===== src/rtl/regbank_reader_pkg.sv =====
// Shared defaults and state encoding for the register-bank read-out engine.
// Keeping the bank geometry here lets the bank and the reader agree on sizes.
package regbank_reader_pkg;

    localparam int unsigned DefNumRegs = 8;
    localparam int unsigned DefAddrW   = 3;
    localparam int unsigned DefDataW   = 8;

    typedef enum logic [2:0] {
        StIdle = 3'd0,
        StReq  = 3'd1,
        StWait = 3'd2,
        StSend = 3'd3,
        StDone = 3'd4
    } state_e;

endpackage


===== src/rtl/regbank_reader_ctr.sv =====
// Wrapping address counter plus remaining-word count for the read-out engine.
// A load count of zero stands for a full sweep of NUM_REGS registers.
module regbank_reader_ctr
    import regbank_reader_pkg::*;
#(
    parameter int unsigned NUM_REGS = DefNumRegs,
    parameter int unsigned ADDR_W   = DefAddrW
) (
    input  logic              clk_i,
    input  logic              rst_ni,
    input  logic              load,
    input  logic [ADDR_W-1:0] load_addr,
    input  logic [ADDR_W:0]   load_count,
    input  logic              dec,
    output logic [ADDR_W-1:0] cur_addr,
    output logic [ADDR_W-1:0] next_addr,
    output logic              last
);

    localparam logic [ADDR_W:0]   FullCount = (ADDR_W + 1)'(NUM_REGS);
    localparam logic [ADDR_W:0]   CountOne  = (ADDR_W + 1)'(1);
    localparam logic [ADDR_W-1:0] AddrOne   = ADDR_W'(1);

    logic [ADDR_W:0] remaining;

    // NUM_REGS is a power of two, so the natural overflow of the add is the wrap.
    assign next_addr = cur_addr + AddrOne;
    assign last      = (remaining == CountOne);

    always_ff @(posedge clk_i or negedge rst_ni) begin
        if (!rst_ni) begin
            cur_addr  <= '0;
            remaining <= '0;
        end else if (load) begin
            cur_addr  <= load_addr;
            remaining <= (load_count == '0) ? FullCount : load_count;
        end else if (dec) begin
            cur_addr  <= next_addr;
            remaining <= remaining - CountOne;
        end
    end

endmodule


===== src/rtl/regbank_reader.sv =====
// Sequential read-out engine: walks a wrapping address range of the register
// bank and streams each word, tagged with its address, over valid/ready.
module regbank_reader
    import regbank_reader_pkg::*;
#(
    parameter int unsigned NUM_REGS = DefNumRegs,
    parameter int unsigned ADDR_W   = DefAddrW,
    parameter int unsigned DATA_W   = DefDataW
) (
    input  logic              clk_i,
    input  logic              rst_ni,
    input  logic              start_i,
    input  logic [ADDR_W-1:0] first_addr_i,
    input  logic [ADDR_W:0]   count_i,
    output logic              busy_o,
    output logic              done_o,
    output logic              rd_en_o,
    output logic [ADDR_W-1:0] rd_addr_o,
    input  logic [DATA_W-1:0] rd_data_i,
    output logic              out_valid_o,
    input  logic              out_ready_i,
    output logic [DATA_W-1:0] out_data_o,
    output logic [ADDR_W-1:0] out_addr_o,
    output logic              out_last_o
);

    state_e            state;
    logic              load;
    logic              dec;
    logic              handshake;
    logic [ADDR_W-1:0] cur_addr;
    logic [ADDR_W-1:0] next_addr;
    logic              last;

    assign handshake = (state == StSend) && out_valid_o && out_ready_i;
    assign load      = (state == StIdle) && start_i;
    assign dec       = handshake;

    regbank_reader_ctr #(
        .NUM_REGS (NUM_REGS),
        .ADDR_W   (ADDR_W)
    ) u_ctr (
        .clk_i      (clk_i),
        .rst_ni     (rst_ni),
        .load       (load),
        .load_addr  (first_addr_i),
        .load_count (count_i),
        .dec        (dec),
        .cur_addr   (cur_addr),
        .next_addr  (next_addr),
        .last       (last)
    );

    always_ff @(posedge clk_i or negedge rst_ni) begin
        if (!rst_ni) begin
            state       <= StIdle;
            busy_o      <= 1'b0;
            done_o      <= 1'b0;
            rd_en_o     <= 1'b0;
            rd_addr_o   <= '0;
            out_valid_o <= 1'b0;
            out_data_o  <= '0;
            out_addr_o  <= '0;
            out_last_o  <= 1'b0;
        end else begin
            case (state)
                StIdle: begin
                    if (start_i) begin
                        state     <= StReq;
                        busy_o    <= 1'b1;
                        rd_en_o   <= 1'b1;
                        rd_addr_o <= first_addr_i;
                    end
                end
                StReq: begin
                    rd_en_o   <= 1'b0;
                    rd_addr_o <= '0;
                    state     <= StWait;
                end
                StWait: begin
                    // Bank data for the strobe issued in REQ is valid this cycle.
                    out_data_o  <= rd_data_i;
                    out_addr_o  <= cur_addr;
                    out_last_o  <= last;
                    out_valid_o <= 1'b1;
                    state       <= StSend;
                end
                StSend: begin
                    if (handshake) begin
                        out_valid_o <= 1'b0;
                        if (out_last_o) begin
                            state  <= StDone;
                            done_o <= 1'b1;
                        end else begin
                            // Counter advances on this same edge; issue the next address now.
                            state     <= StReq;
                            rd_en_o   <= 1'b1;
                            rd_addr_o <= next_addr;
                        end
                    end
                end
                StDone: begin
                    done_o <= 1'b0;
                    busy_o <= 1'b0;
                    state  <= StIdle;
                end
                default: begin
                    state       <= StIdle;
                    busy_o      <= 1'b0;
                    done_o      <= 1'b0;
                    rd_en_o     <= 1'b0;
                    out_valid_o <= 1'b0;
                end
            endcase
        end
    end

endmodule


===== config.mk =====
export PLATFORM = sky130hd
export DESIGN_NAME = regbank_reader
export DESIGN_NICKNAME = d
export VERILOG_FILES = /design/src/rtl/regbank_reader_pkg.sv /design/src/rtl/regbank_reader_ctr.sv /design/src/rtl/regbank_reader.sv
export SDC_FILE = /design/constraint.sdc
export NUM_CORES = 1
export LEC_CHECK = 0
export ABC_AREA = 1
export ABC_CLOCK_PERIOD_IN_PS = 3500
export BUFFER_PORTS_ARGS = -buffer_cell sky130_fd_sc_hd__buf_2
export CAP_MARGIN = 20
export CELL_PAD_IN_SITES_DETAIL_PLACEMENT = 1
export CELL_PAD_IN_SITES_GLOBAL_PLACEMENT = 1
export CORE_MARGIN = 10
export CORE_UTILIZATION = 25
export DETAILED_ROUTE_END_ITERATION = 16
export PLACE_DENSITY_LB_ADDON = 0.1
export SLEW_MARGIN = 0
export SYNTH_ARGS = -nofsm -noshare
export SYNTH_HDL_FRONTEND = slang
export SYNTH_HIERARCHICAL = 1
export SYNTH_SLANG_ARGS = --single-unit

===== constraint.sdc =====
create_clock -name clk_i -period 3.5 [get_ports clk_i]
set_input_delay 0.35 -clock clk_i [delete_from_list [all_inputs] [get_ports clk_i]]
set_output_delay 0.35 -clock clk_i [all_outputs]
set_load 0.1 [all_outputs]

==> metrics.cfg <==
[timing]
hold_ws_ps=102
hold_violations=0
skew_ps=7.06
period_needed_ps=2010
relSlewSlack_pct=47.5
tightestPinTransition_ps=785
timing.final.crit_share_pct=57.4
fin_ws_ps=1490
fmax_mhz=498
slew_viol_final=0
finalSetupViolations=0
setup_tns_ps=0
rsz0062_at_grt=no

[critical_path]
cp.depth=8
reg2reg_to=u_ctr/remaining[3]
r2r_slack_ps=1490
crit_path_end_kind=flop
critPathMaxFanout=9
r2r_cells=8
path_class=flop to flop
startpoint_type=flop
max_stage_delay_ps=620
cpLargestDelayFamily=simple AND/OR/NAND/NOR gates
slowest_stage=nor2_1
crit_buf_inv=1
cp.required_ps=3670
rr_startpoint=state[2]
cpMostUsedCell=nand2_1
arrival_ps=2170
crit_chain=nor2_4 -> nand2_1 -> nor2_1 -> clkinv_4 -> nor2_2 -> a21oi_1 -> nand2_1 -> nand2_1

[floorplan]
ios=38
num_rows=27
die_w_um=96.7
fp.coreArea_um2=5610
start_util_pct=26.2
die_h_um=96.7
die_area_um2=9340

[synthesis]
avgSynthCellArea_um2=9.54
yosysSeqAreaShare_pct=49.4
yosys.area.top_type_share_pct=49.4
synth_area_leaders=dfrtp_1, nand2_1, mux2_4
syn_nets=176
ys_seq_elements=29
yosysTopAreaCell=dfrtp_1
ys_warn_count=6
ys_types=21
synthesis.instances=154
synth_area_um2=1470

[global_routing]
met1_usage_pct=10.0
grt_max_degree=30
antenna_found_initial=0
use_met3_pct=3.55
track_usage_pct=8.68
overflow=0
grt.busiest_layer=met2
grt_pass1_wl_um=6680
grt_pass1_vias=1339
grt_use_met2_pct=14.1

[layout]
final_common_cell=nand2_1
fin_cells=268
area_delta_synth_final_pct=23.3
antenna_cells=0
layout.nets=217
mostFrequentLayoutCells=nand2_1, buf_2, dfrtp_1, o21ai_0
final_layout_size_suffix_gt1_share_pct=34.7
filler_cell_count=688

[hold_path]
holdCritPathClass=primary input to async pin

[clock_network]
clk_pin_slew_ps=70
insertion_delay_ps=280
cts_setup_buffers=0
cts_sinks=29
root_buffer=clkbuf_8
cts_buffers=5
htreeDepth=2
ctsResizeCount=0
tritoncts=built
postCtsHoldBufs=0
cts_buffer_depth=2

[routing]
drc_errors=0
via_per_inst=4.51
routed_wl_um=3870
ant_nets=0
vias=1210
wl_per_cell_um=14.4
drtIter0Drc=27
dr.pass1.iters=4

[placement]
place_hpwl_um=3110
place_ws_ps=1460
dp.cells=260
io_buffer_count=37
gp_congestion=0.781

[job]
drv_cap=0

[status]
status=finished clean

## state kept, by name, summed over array words and instances (netlist names)
| name | flops |
|---|---|
| out_addr_o | 3 |
| rd_addr_o | 3 |
| busy_o | 1 |
| done_o | 1 |
| state | 3 |
| u_ctr/remaining | 4 |
| rd_en_o | 1 |
| u_ctr/cur_addr | 3 |
| out_data_o | 8 |
| out_valid_o | 1 |
| out_last_o | 1 |
## stage by stage
stage | utilization [%] | area [µm²]
floorplan | - | 1470
global placement | 30.5 | 1710
detailed placement | 30.5 | 1710
CTS | 32.3 | 1810
global route | 32.3 | 1810
finish | 32.3 | 1810
## cells in the mapped netlist
master,instances
nand2_1,40
dfrtp_1,29
o21ai_0,12
inv_1,11
nor2_1,11
nand3_1,9
mux2_4,6
a21oi_1,5
mux2_2,5
buf_6,3
ha_1,3
nand2_2,3
nor2_4,3
o211ai_1,3
a22oi_1,2
nand2_4,2
nor2_2,2
xnor2_1,2
clkinv_4,1
inv_2,1
nand3b_1,1
## cell families after synthesis
family	synth area share, %
xor+xnor	1.19
fa+ha+maj	2.56
simple gates	22.6
compound gates	8.35
mux	9.97
buf+inv	5.96
flops	49.4
## metal layers
metal / vias to the layer above / part of all wire (%)
met5: - / 0
met4: 0 / 1.2
met3: 4 / 5.3
met2: 24 / 50
met1: 600 / 44
li1: 582 / -
## area by class of cell
| class | instances | area [µm²] | area share (%) |
|---|---|---|---|
| Timing Repair Buffer | 37 | 185 | 10.2 |
| Tap cell | 72 | 90.1 | 4.97 |
| Sequential cell | 29 | 726 | 40.1 |
| Clock buffer | 7 | 96.3 | 5.32 |
| Clock inverter | 1 | 5.00 | 0.276 |
| Multi-Input combinational cell | 109 | 656 | 36.2 |
| Inverter | 13 | 53.8 | 2.97 |
## worst max path at each step
stage	start	slack [ps]	end
after floorplan	out_valid_o	1640	u_ctr/cur_addr[2]
after global placement	state[2]	1600	u_ctr/remaining[3]
after detailed placement	state[2]	1460	u_ctr/remaining[3]
after CTS	state[2]	1440	u_ctr/remaining[3]
after global routing	state[2]	1260	u_ctr/remaining[3]
final	state[2]	1490	u_ctr/remaining[3]
Power is not shown: default switching activity piles up to over one toggle a cycle in this logic, so the estimate is an artifact.
